`src/rtl/serial_pkg.sv`:
```
// serial_pkg: shared state encoding and default width for the serial operand loader.
package serial_pkg;
    typedef enum logic [1:0] {IDLE, CLR, SHIFT, DONE} ser_state_t;
    localparam int SER_WIDTH_DEFAULT = 8;
endpackage

```
`src/rtl/piso_shift.sv`:
```
// piso_shift: parallel-load, right-shift register with zero fill; bit 0 is the serial output.
module piso_shift #(
    parameter int WIDTH = 8
) (
    input  logic             clk,
    input  logic             rst_n,
    input  logic             load_i,
    input  logic             shift_i,
    input  logic [WIDTH-1:0] d_i,
    output logic             lsb_o
);
    logic [WIDTH-1:0] data_q;
    always_ff @(posedge clk or negedge rst_n) begin
        if (!rst_n) data_q <= '0;
        else if (load_i) data_q <= d_i;
        else if (shift_i) data_q <= {1'b0, data_q[WIDTH-1:1]};
    end
    assign lsb_o = data_q[0];
endmodule

```
`src/rtl/serial_operand_loader.sv`:
```
// serial_operand_loader: captures an operand pair, clears the serial adder, streams bits LSB-first.
// SER_CARRY_FLUSH_EN adds a trailing zero pair so the adder shifts its carry out on F.
module serial_operand_loader
    import serial_pkg::*;
#(
    parameter int WIDTH = SER_WIDTH_DEFAULT
) (
    input  logic             clk,
    input  logic             rst_n,
    input  logic             in_valid,
    output logic             in_ready,
    input  logic [WIDTH-1:0] a_in,
    input  logic [WIDTH-1:0] b_in,
    output logic             a_bit,
    output logic             b_bit,
    output logic             bit_valid,
    output logic             last,
    output logic             sa_rst,
    output logic             done
);
`ifdef SER_CARRY_FLUSH_EN
    localparam int CW = $clog2(WIDTH + 2);
    localparam int LAST_IDX = WIDTH;
`else
    localparam int CW = $clog2(WIDTH + 1);
    localparam int LAST_IDX = WIDTH - 1;
`endif
    ser_state_t state_q;
    logic [CW-1:0] cnt_q;
    logic a_bit_q, b_bit_q, bit_valid_q, last_q, sa_rst_q, done_q;
    logic load, shift, is_last, a_lsb, b_lsb;
    assign load    = (state_q == IDLE) && in_valid;
    assign shift   = (state_q == SHIFT);
    assign is_last = (cnt_q == CW'(LAST_IDX));
    piso_shift #(.WIDTH(WIDTH)) u_sh_a (
        .clk(clk), .rst_n(rst_n), .load_i(load), .shift_i(shift), .d_i(a_in), .lsb_o(a_lsb)
    );
    piso_shift #(.WIDTH(WIDTH)) u_sh_b (
        .clk(clk), .rst_n(rst_n), .load_i(load), .shift_i(shift), .d_i(b_in), .lsb_o(b_lsb)
    );
    // Outputs are registered from the current state, so each lags its state by one cycle.
    always_ff @(posedge clk or negedge rst_n) begin
        if (!rst_n) begin
            state_q     <= IDLE;
            cnt_q       <= '0;
            a_bit_q     <= 1'b0;
            b_bit_q     <= 1'b0;
            bit_valid_q <= 1'b0;
            last_q      <= 1'b0;
            sa_rst_q    <= 1'b0;
            done_q      <= 1'b0;
        end else begin
            sa_rst_q    <= (state_q == CLR);
            bit_valid_q <= shift;
            a_bit_q     <= shift & a_lsb;
            b_bit_q     <= shift & b_lsb;
            last_q      <= shift & is_last;
            done_q      <= (state_q == DONE);
            case (state_q)
                IDLE: if (in_valid) begin
                    state_q <= CLR;
                    cnt_q   <= '0;
                end
                CLR: state_q <= SHIFT;
                SHIFT: begin
                    cnt_q <= cnt_q + 1'b1;
                    if (is_last) state_q <= DONE;
                end
                DONE: state_q <= IDLE;
                default: state_q <= IDLE;
            endcase
        end
    end
    assign in_ready  = rst_n && (state_q == IDLE);
    assign a_bit     = a_bit_q;
    assign b_bit     = b_bit_q;
    assign bit_valid = bit_valid_q;
    assign last      = last_q;
    assign sa_rst    = sa_rst_q;
    assign done      = done_q;
endmodule

```
`config.mk`:
```
export PLATFORM = sky130hd
export DESIGN_NAME = serial_operand_loader
export DESIGN_NICKNAME = d
export VERILOG_FILES = /design/src/rtl/serial_pkg.sv /design/src/rtl/piso_shift.sv /design/src/rtl/serial_operand_loader.sv
export SDC_FILE = /design/constraint.sdc
export NUM_CORES = 1
export LEC_CHECK = 0
export CAP_MARGIN = 25
export CORE_MARGIN = 4
export CORE_UTILIZATION = 54
export CTS_CLUSTER_DIAMETER = 50
export DETAILED_ROUTE_END_ITERATION = 8
export GPL_ROUTABILITY_DRIVEN = 0
export GPL_TIMING_DRIVEN = 1
export HOLD_SLACK_MARGIN = 0.06
export PLACE_DENSITY = 0.83
export SLEW_MARGIN = 20
export SYNTH_ARGS = -nofsm -noshare
export SYNTH_HDL_FRONTEND = slang
export SYNTH_HIERARCHICAL = 1
export SYNTH_SLANG_ARGS = --single-unit
```
`constraint.sdc`:
```
create_clock -name clk -period 4.35 [get_ports clk]
set_clock_uncertainty 0.15 [all_clocks]
set_input_delay 0.87 -clock clk [delete_from_list [all_inputs] [get_ports clk]]
set_output_delay 0.87 -clock clk [all_outputs]
set_load 0.02 [all_outputs]
```
# Word-level counts from Yosys, hierarchy flattened
# Index checks and enable logic that the tools add are counted.
# totals
ff_bits	28
latch_bits	0
ramBits	0
rom_bits	0
in_bits	19
mem_count	0
# op_classes
addsub	1
multipliers	0
div	0
magnitude_cmp	0
n_eq_ne	6
shifts	0
n_mux	9
n_bitwise	3
reduce_logical	7
# ops
op	count
$mux 8	4
$pmux 2 s4	1
$pmux 4 s2	1
$add 4x1->4 const B	1
$eq 2x2->1 const B	2
$eq 4x3->1 const B	1
$mux 2	2
$mux 4	1
$reduce_and 2->1	2
$reduce_bool 2->1	2
$and 1x1->1	3
$eq 2x1->1 const B	1
$logic_and 1x1->1	2
$logic_not 2->1	1
$ne 2x1->1 const B	1
$ne 2x2->1 const B	1

# Logic depth before layout (Yosys ltp)
# Gate-level depths: netlist (run 1).
# logic_depth
word_depth	3
ltp_mapped	6
depth_no_buf	5

# By module
# The synthesis (run 1) kept the hierarchy.
# modules_own_cells
module	n_inst	cells_per_inst	area_per_inst_um2	seq_area_each_um2
piso_shift	2	34	369.1	200.2
serial_operand_loader	1	49	570.5	300.3

# Worst setup path before layout (run 1)
# Ideal clock, no wire load.
# synth_timing
path_type	in2out
start	in rst_n
end	out in_ready
arrival_ps	1086
path_slack_ps	2244
cell_stages	1
cell_sequence	and2_1
# synth_between
elab_chain_len	1
# synth_lines
element	line_no	text
start, declared	serial_operand_loader.sv:9	input logic rst_n,
$logic_and 1x1->1	serial_operand_loader.sv:74	assign in_ready = rst_n && (state_q == IDLE);
end, declared	serial_operand_loader.sv:11	output logic in_ready,
# Every way passes these cells.

# Worst setup path after layout (run 1)
# Same ends and word-level chain as after synthesis.

==> results of run 1 <==
## cells in the final DEF (no fill, tap or decap), types with 2 or more instances in the layout
cell	count
o21ai_0	2
o31ai_1	3
dfrtp_1	28
o21ai_1	15
clkdlybuf4s50_1	25
mux2i_1	15
clkbuf_4	3
nand2b_1	4
nor2_1	3
nand2_1	19
and2_1	4
inv_1	4
ha_1	5
## metal layers
metal	wire length [µm]	part of all wire
met1	1050	0.43
met2	1250	0.51
met3	98	0.040
met4	55	0.022
met5	0	0
## cell usage after synthesis (2+ instances only)
cell type and n:
dfrtp_1 28, nand2_1 19, mux2i_1 15, o21ai_1 15, ha_1 5, and2_1 4
buf_6 4, inv_1 4, nand2b_1 4, nor2_1 3, o31ai_1 3, o21ai_0 2
## kinds of logic after synthesis
logic type | after synthesis | synth area share
adder cells (fa/ha/maj) | 5 | 0.0478
flip-flops | 28 | 0.535
AND/OR/NAND/NOR | 34 | 0.124
buffers and inverters | 9 | 0.0497
multiplexers | 16 | 0.126
AO/OA/AOI/OAI | 25 | 0.117
## layout make-up
type / count / area, µm² / area share
Timing Repair Buffer: 28 / 297 / 0.181
Sequential cell: 28 / 701 / 0.427
Clock inverter: 1 / 30.0 / 0.0183
Clock buffer: 3 / 22.5 / 0.0137
Inverter: 4 / 15.0 / 0.00914
Tap cell: 28 / 35.0 / 0.0213
Multi-Input combinational cell: 80 / 543 / 0.331
## flip-flops by register name, summed over array words and instances, names as in the netlist
signal	count
last	1
b_bit	1
state_q	2
a_bit	1
done	1
cnt_q	4
sa_rst	1
u_sh_a/data_q	8
u_sh_b/data_q	8
bit_valid	1
## where the power goes
group	switching, mW	internal, mW
Clock	0.0744	0.0931
Sequential	0.0698	0.371
Combinational	0.257	0.258
## how the worst max path moves through the flow
stage,cells past startpoint,endpoint,slack [ns]
after CTS,3,in_ready,1.24
after detailed placement,3,in_ready,1.24
final,3,in_ready,1.25
after global placement,3,in_ready,1.24
after global routing,3,in_ready,1.20
after floorplan,1,in_ready,2.24
## stage by stage
step / power [mW] / cells / setup slack (ns) / hold slack, ns
floorplan: 0.806 / 117 / 2.24 / 0.308
global placement: 0.892 / 166 / 1.24 / 0.318
detailed placement: 0.962 / 167 / 1.24 / 0.325
CTS: 1.13 / 171 / 1.24 / 0.359
global route: 1.21 / 172 / 1.20 / 0.376
finish: 1.12 / 172 / 1.25 / 0.355
==> impl_metrics.env, run 1 <==
export IMPL_outcome="completed"
export IMPL_avgSynthCellArea_um2=11.2
export IMPL_routed_via_density=5.37
export IMPL_fin_crit_ns=3.10
export IMPL_crit_chain="clkdlybuf4s50_1 -> and2_1 -> clkdlybuf4s50_1"
export IMPL_p_leak_nw=0.723
export IMPL_cts_tree="built"
export IMPL_worst_path_buf_inv=2
export IMPL_wl_um=2450
export IMPL_drt_first_iter_violations=49
export IMPL_finalSetupTns_ns=0
export IMPL_hold_path_endpoint="a_bit"
export IMPL_cts_hold_buf=0
export IMPL_worstSetupEndpointType="output port"
export IMPL_grt_max_degree=33
export IMPL_use_met2=0.295
export IMPL_final_util=0.729
export IMPL_ir_worst_vdd_uv=423
export IMPL_hold_path_depth=1
export IMPL_clock_latency_ns=0.32
export IMPL_drv_slew=0
export IMPL_synth_edf_count=0
export IMPL_drv_cap=0
export IMPL_ys_flop_type="dfrtp_1"
export IMPL_grtUsageMet3=0.0271
export IMPL_grt_pass1_vias=957
export IMPL_wl_per_cell_um=14.3
export IMPL_track_usage=0.164
export IMPL_max_stage_delay_ns=0.60
export IMPL_hold_viol_final=0
export IMPL_clkSinkCount=28
export IMPL_diodes=0
export IMPL_htree_levels=1
export IMPL_cts_root_buf="clkbuf_4"
export IMPL_post_cts_resize_count=0
export IMPL_crit_path_start="rst_n"
export IMPL_grt_overflow=0
export IMPL_io_buffers=25
export IMPL_ys_seq_elements=28
export IMPL_rsz0062_at_grt="no"
export IMPL_crit_type="input pin to output port"
export IMPL_fillers=159
export IMPL_ant_nets=0
export IMPL_synth_area_um2=1310
export IMPL_fmax_mhz=322
export IMPL_use_met1=0.197
export IMPL_syn_instance_count=117
export IMPL_worst_slew_pin_slew_ns=0.568
export IMPL_dr_total_vias=924
export IMPL_clockBufferDepth=2
export IMPL_antenna_found_initial=0
export IMPL_hp_class="flip-flop to flip-flop"
export IMPL_floorplan_initialDensity=0.580
export IMPL_post_cts_buffers=0
export IMPL_worst_r2r_cell_count=6
export IMPL_dp_hpwl_um=1810
export IMPL_crit_fanout=2
export IMPL_reg2reg_from="state_q[0]"
export IMPL_drc=0
export IMPL_areaGrowthSynthToFinish_pct=25.5
export IMPL_place_area_um2=1580
export IMPL_busiest_layer="met2"
export IMPL_async_reset_ff_frac=1.00
export IMPL_ios=26
export IMPL_worstHoldStart="u_sh_a/data_q[0]"
export IMPL_required_ns=3.33
export IMPL_synth_cell_types=23
export IMPL_grt_pass1_wl_um=4200
export IMPL_synth_area_leader_cell="dfrtp_1"
export IMPL_fp_dieW_um=57.2
export IMPL_final_area_um2=1640
export IMPL_fin_nets=169
export IMPL_yosysSeqAreaShare=0.535
export IMPL_cp_start_kind="input pin"
export IMPL_final_layout_size_suffix_gt1_frac=0.0764
export IMPL_die_area_um2=3280
export IMPL_crit_path_top_delay_cell="clkdlybuf4s50_1"
export IMPL_regToRegSetupSlack_ns=2.43
export IMPL_post_route_period_util=0.713
export IMPL_critPathMostFrequentCell="clkdlybuf4s50_1"
export IMPL_yosys_warnings=6
export IMPL_rows=17
export IMPL_core_area_um2=2250
export IMPL_worstPathArrival_ns=2.08
export IMPL_yosys_area_top_type_share=0.535
export IMPL_die_h_um=57.2
export IMPL_relSlewSlack=0.621
export IMPL_syn_num_nets=141
export IMPL_setup_viol=0
export IMPL_worst_r2r_endpoint="cnt_q[3]"
export IMPL_cts_buffers=3
export IMPL_power_density_nw_per_um2=684
export IMPL_cp_top_family="buffers and inverters"
export IMPL_clk_pin_slew_ns=0.14
export IMPL_firstDrtPassIters=4
export IMPL_synth_area_leaders="dfrtp_1 54%, mux2i_1 11%, o21ai_1 5.7%, nand2_1 5.4%, ha_1 4.8%"
(Power assumes the default switching activity.)
==> run 2: changes to the inputs <==
--- a/config.mk
+++ b/config.mk
@@ -7,13 +7,13 @@
 export LEC_CHECK = 0
 export CAP_MARGIN = 25
 export CORE_MARGIN = 4
-export CORE_UTILIZATION = 54
+export CORE_UTILIZATION = 50
 export CTS_CLUSTER_DIAMETER = 50
 export DETAILED_ROUTE_END_ITERATION = 8
 export GPL_ROUTABILITY_DRIVEN = 0
 export GPL_TIMING_DRIVEN = 1
 export HOLD_SLACK_MARGIN = 0.06
-export PLACE_DENSITY = 0.83
+export PLACE_DENSITY = 0.78
 export SLEW_MARGIN = 20
 export SYNTH_ARGS = -nofsm -noshare
 export SYNTH_HDL_FRONTEND = slang
==> constraint.sdc (replaced) <==
create_clock -name clk -period 3.04 [get_ports clk]
set_clock_uncertainty 0.15 [all_clocks]
set_input_delay 0.608 -clock clk [delete_from_list [all_inputs] [get_ports clk]]
set_output_delay 0.608 -clock clk [all_outputs]
set_load 0.02 [all_outputs]
==> impl_metrics.env, run 2 (same netlist as run 1, synthesis figures left out) <==
export IMPL_floorplan_initialDensity=0.528
export IMPL_ios=26
export IMPL_hold_viol_final=0
export IMPL_clockBufferDepth=2
export IMPL_cts_hold_buf=0
export IMPL_track_usage=0.151
export IMPL_areaGrowthSynthToFinish_pct=22.2
export IMPL_clock_latency_ns=0.32
export IMPL_die_h_um=59.2
export IMPL_drv_slew=0
export IMPL_final_layout_size_suffix_gt1_frac=0.0764
export IMPL_fin_crit_ns=2.66
export IMPL_power_density_nw_per_um2=914
export IMPL_cp_start_kind="flip-flop"
export IMPL_p_leak_nw=0.706
export IMPL_grt_max_degree=29
export IMPL_crit_fanout=7
export IMPL_wl_um=2320
export IMPL_grt_overflow=0
export IMPL_drv_cap=0
export IMPL_clk_pin_slew_ns=0.13
export IMPL_htree_levels=1
export IMPL_hold_slack_ns=0.360
export IMPL_largestRegisters="u_sh_a/data_q x8, u_sh_b/data_q x8, cnt_q x4"
export IMPL_antenna_found_initial=0
export IMPL_worst_r2r_cell_count=6
export IMPL_cts_root_buf="clkbuf_4"
export IMPL_core_area_um2=2480
export IMPL_rsz0062_at_grt="no"
export IMPL_grt_pass1_wl_um=3930
export IMPL_fmax_mhz=376
export IMPL_final_common_cell="dfrtp_1"
export IMPL_dp_hpwl_um=1760
export IMPL_setup_viol=0
export IMPL_io_buffers=25
export IMPL_rows=18
export IMPL_grt_pass1_vias=939
export IMPL_reg2reg_from="state_q[1]"
export IMPL_firstDrtPassIters=4
export IMPL_fp_dieW_um=59.2
export IMPL_dr_total_vias=908
export IMPL_post_route_period_util=0.875
export IMPL_ir_worst_vdd_uv=534
export IMPL_finalSetupTns_ns=0
export IMPL_drt_first_iter_violations=22
export IMPL_crit_type="flip-flop to output port"
export IMPL_diodes=0
export IMPL_routed_via_density=5.22
export IMPL_crit_path_start="state_q[1]"
export IMPL_cts_tree="built"
export IMPL_hp_class="flip-flop to flip-flop"
export IMPL_ant_nets=0
export IMPL_finalPower_mw=1.46
export IMPL_critPathCapture="in_ready"
export IMPL_required_ns=2.28
export IMPL_regToRegSetupSlack_ns=0.93
export IMPL_clkSinkCount=28
export IMPL_fin_nets=170
export IMPL_layout_cells_non_filler=174
export IMPL_worstPathArrival_ns=1.90
export IMPL_layout_common_cells="28 x dfrtp_1, 25 x clkdlybuf4s50_1, 19 x nand2_1, 15 x o21ai_1, 15 x mux2i_1"
export IMPL_worstSetupEndpointType="output port"
export IMPL_relSlewSlack=0.491
export IMPL_outcome="completed"
export IMPL_post_cts_resize_count=0
export IMPL_drc=0
export IMPL_post_place_ws_ns=0.435
export IMPL_die_area_um2=3500
export IMPL_wl_per_cell_um=13.4
export IMPL_cts_buffers=3
export IMPL_place_inst=171
export IMPL_post_cts_buffers=0
export IMPL_worstHoldStart="u_sh_b/data_q[0]"
export IMPL_worst_r2r_endpoint="u_sh_b/data_q[5]"
export IMPL_worst_slew_pin_slew_ns=0.764
export IMPL_setup_slack_ns=0.381
==> run 2: changes by cell type in the layout (fill, tap and decap cells not counted) <==
cell / before / now
buf_16: 1 / 0
buf_4: 1 / 4
buf_6: 1 / 0
bufinv_16: 1 / 0
==> run 2: worst min path at each step <==
stage | end | slack, ns | cells after the start
after floorplan | a_bit | 0.16 | 0
after global placement | b_bit | 0.32 | 1
after detailed placement | a_bit | 0.33 | 1
after CTS | a_bit | 0.36 | 1
after global routing | b_bit | 0.39 | 1
final | b_bit | 0.36 | 1
==> run 2: cell type report <==
type,count,area (µm²)
Tap cell,30,37.5
Sequential cell,28,701
Timing Repair Buffer,29,280
Multi-Input combinational cell,80,543
Clock buffer,3,22.5
Fill cell,199,878
Inverter,4,15.0
==> run 2: per-layer routing <==
metal	vias up	share of wire	wire length, µm	GRT usage
met4	0	0.021	49	0.0777
met2	17	0.50	1170	0.256
li1	455	-	-	-
met3	5	0.049	115	0.0283
met1	431	0.43	994	0.181
met5	-	0	0	0
==> run 2: per-stage QoR <==
stage / utilization / area [µm²]
after floorplan: - / 1310
after global placement: 0.636 / 1580
after detailed placement: 0.636 / 1580
after CTS: 0.645 / 1600
after global routing: 0.645 / 1600
final: 0.645 / 1600
==> run 2: power by group <==
part / switching (mW) / total [mW] / internal (mW) / leakage, nW
logic: 0.347 / 0.690 / 0.343 / 0.335
clock network: 0.0980 / 0.144 / 0.0465 / 0.0138
registers: 0.0960 / 0.627 / 0.531 / 0.357
total: 0.541 / 1.46 / 0.921 / 0.706
==> run 2: critical path, stage by stage, from the launching register on <==
cell and delay, ns:
dfrtp_1 0.44, inv_1 0.10, ha_1 0.29, and2_1 0.16
clkdlybuf4s50_1 0.59
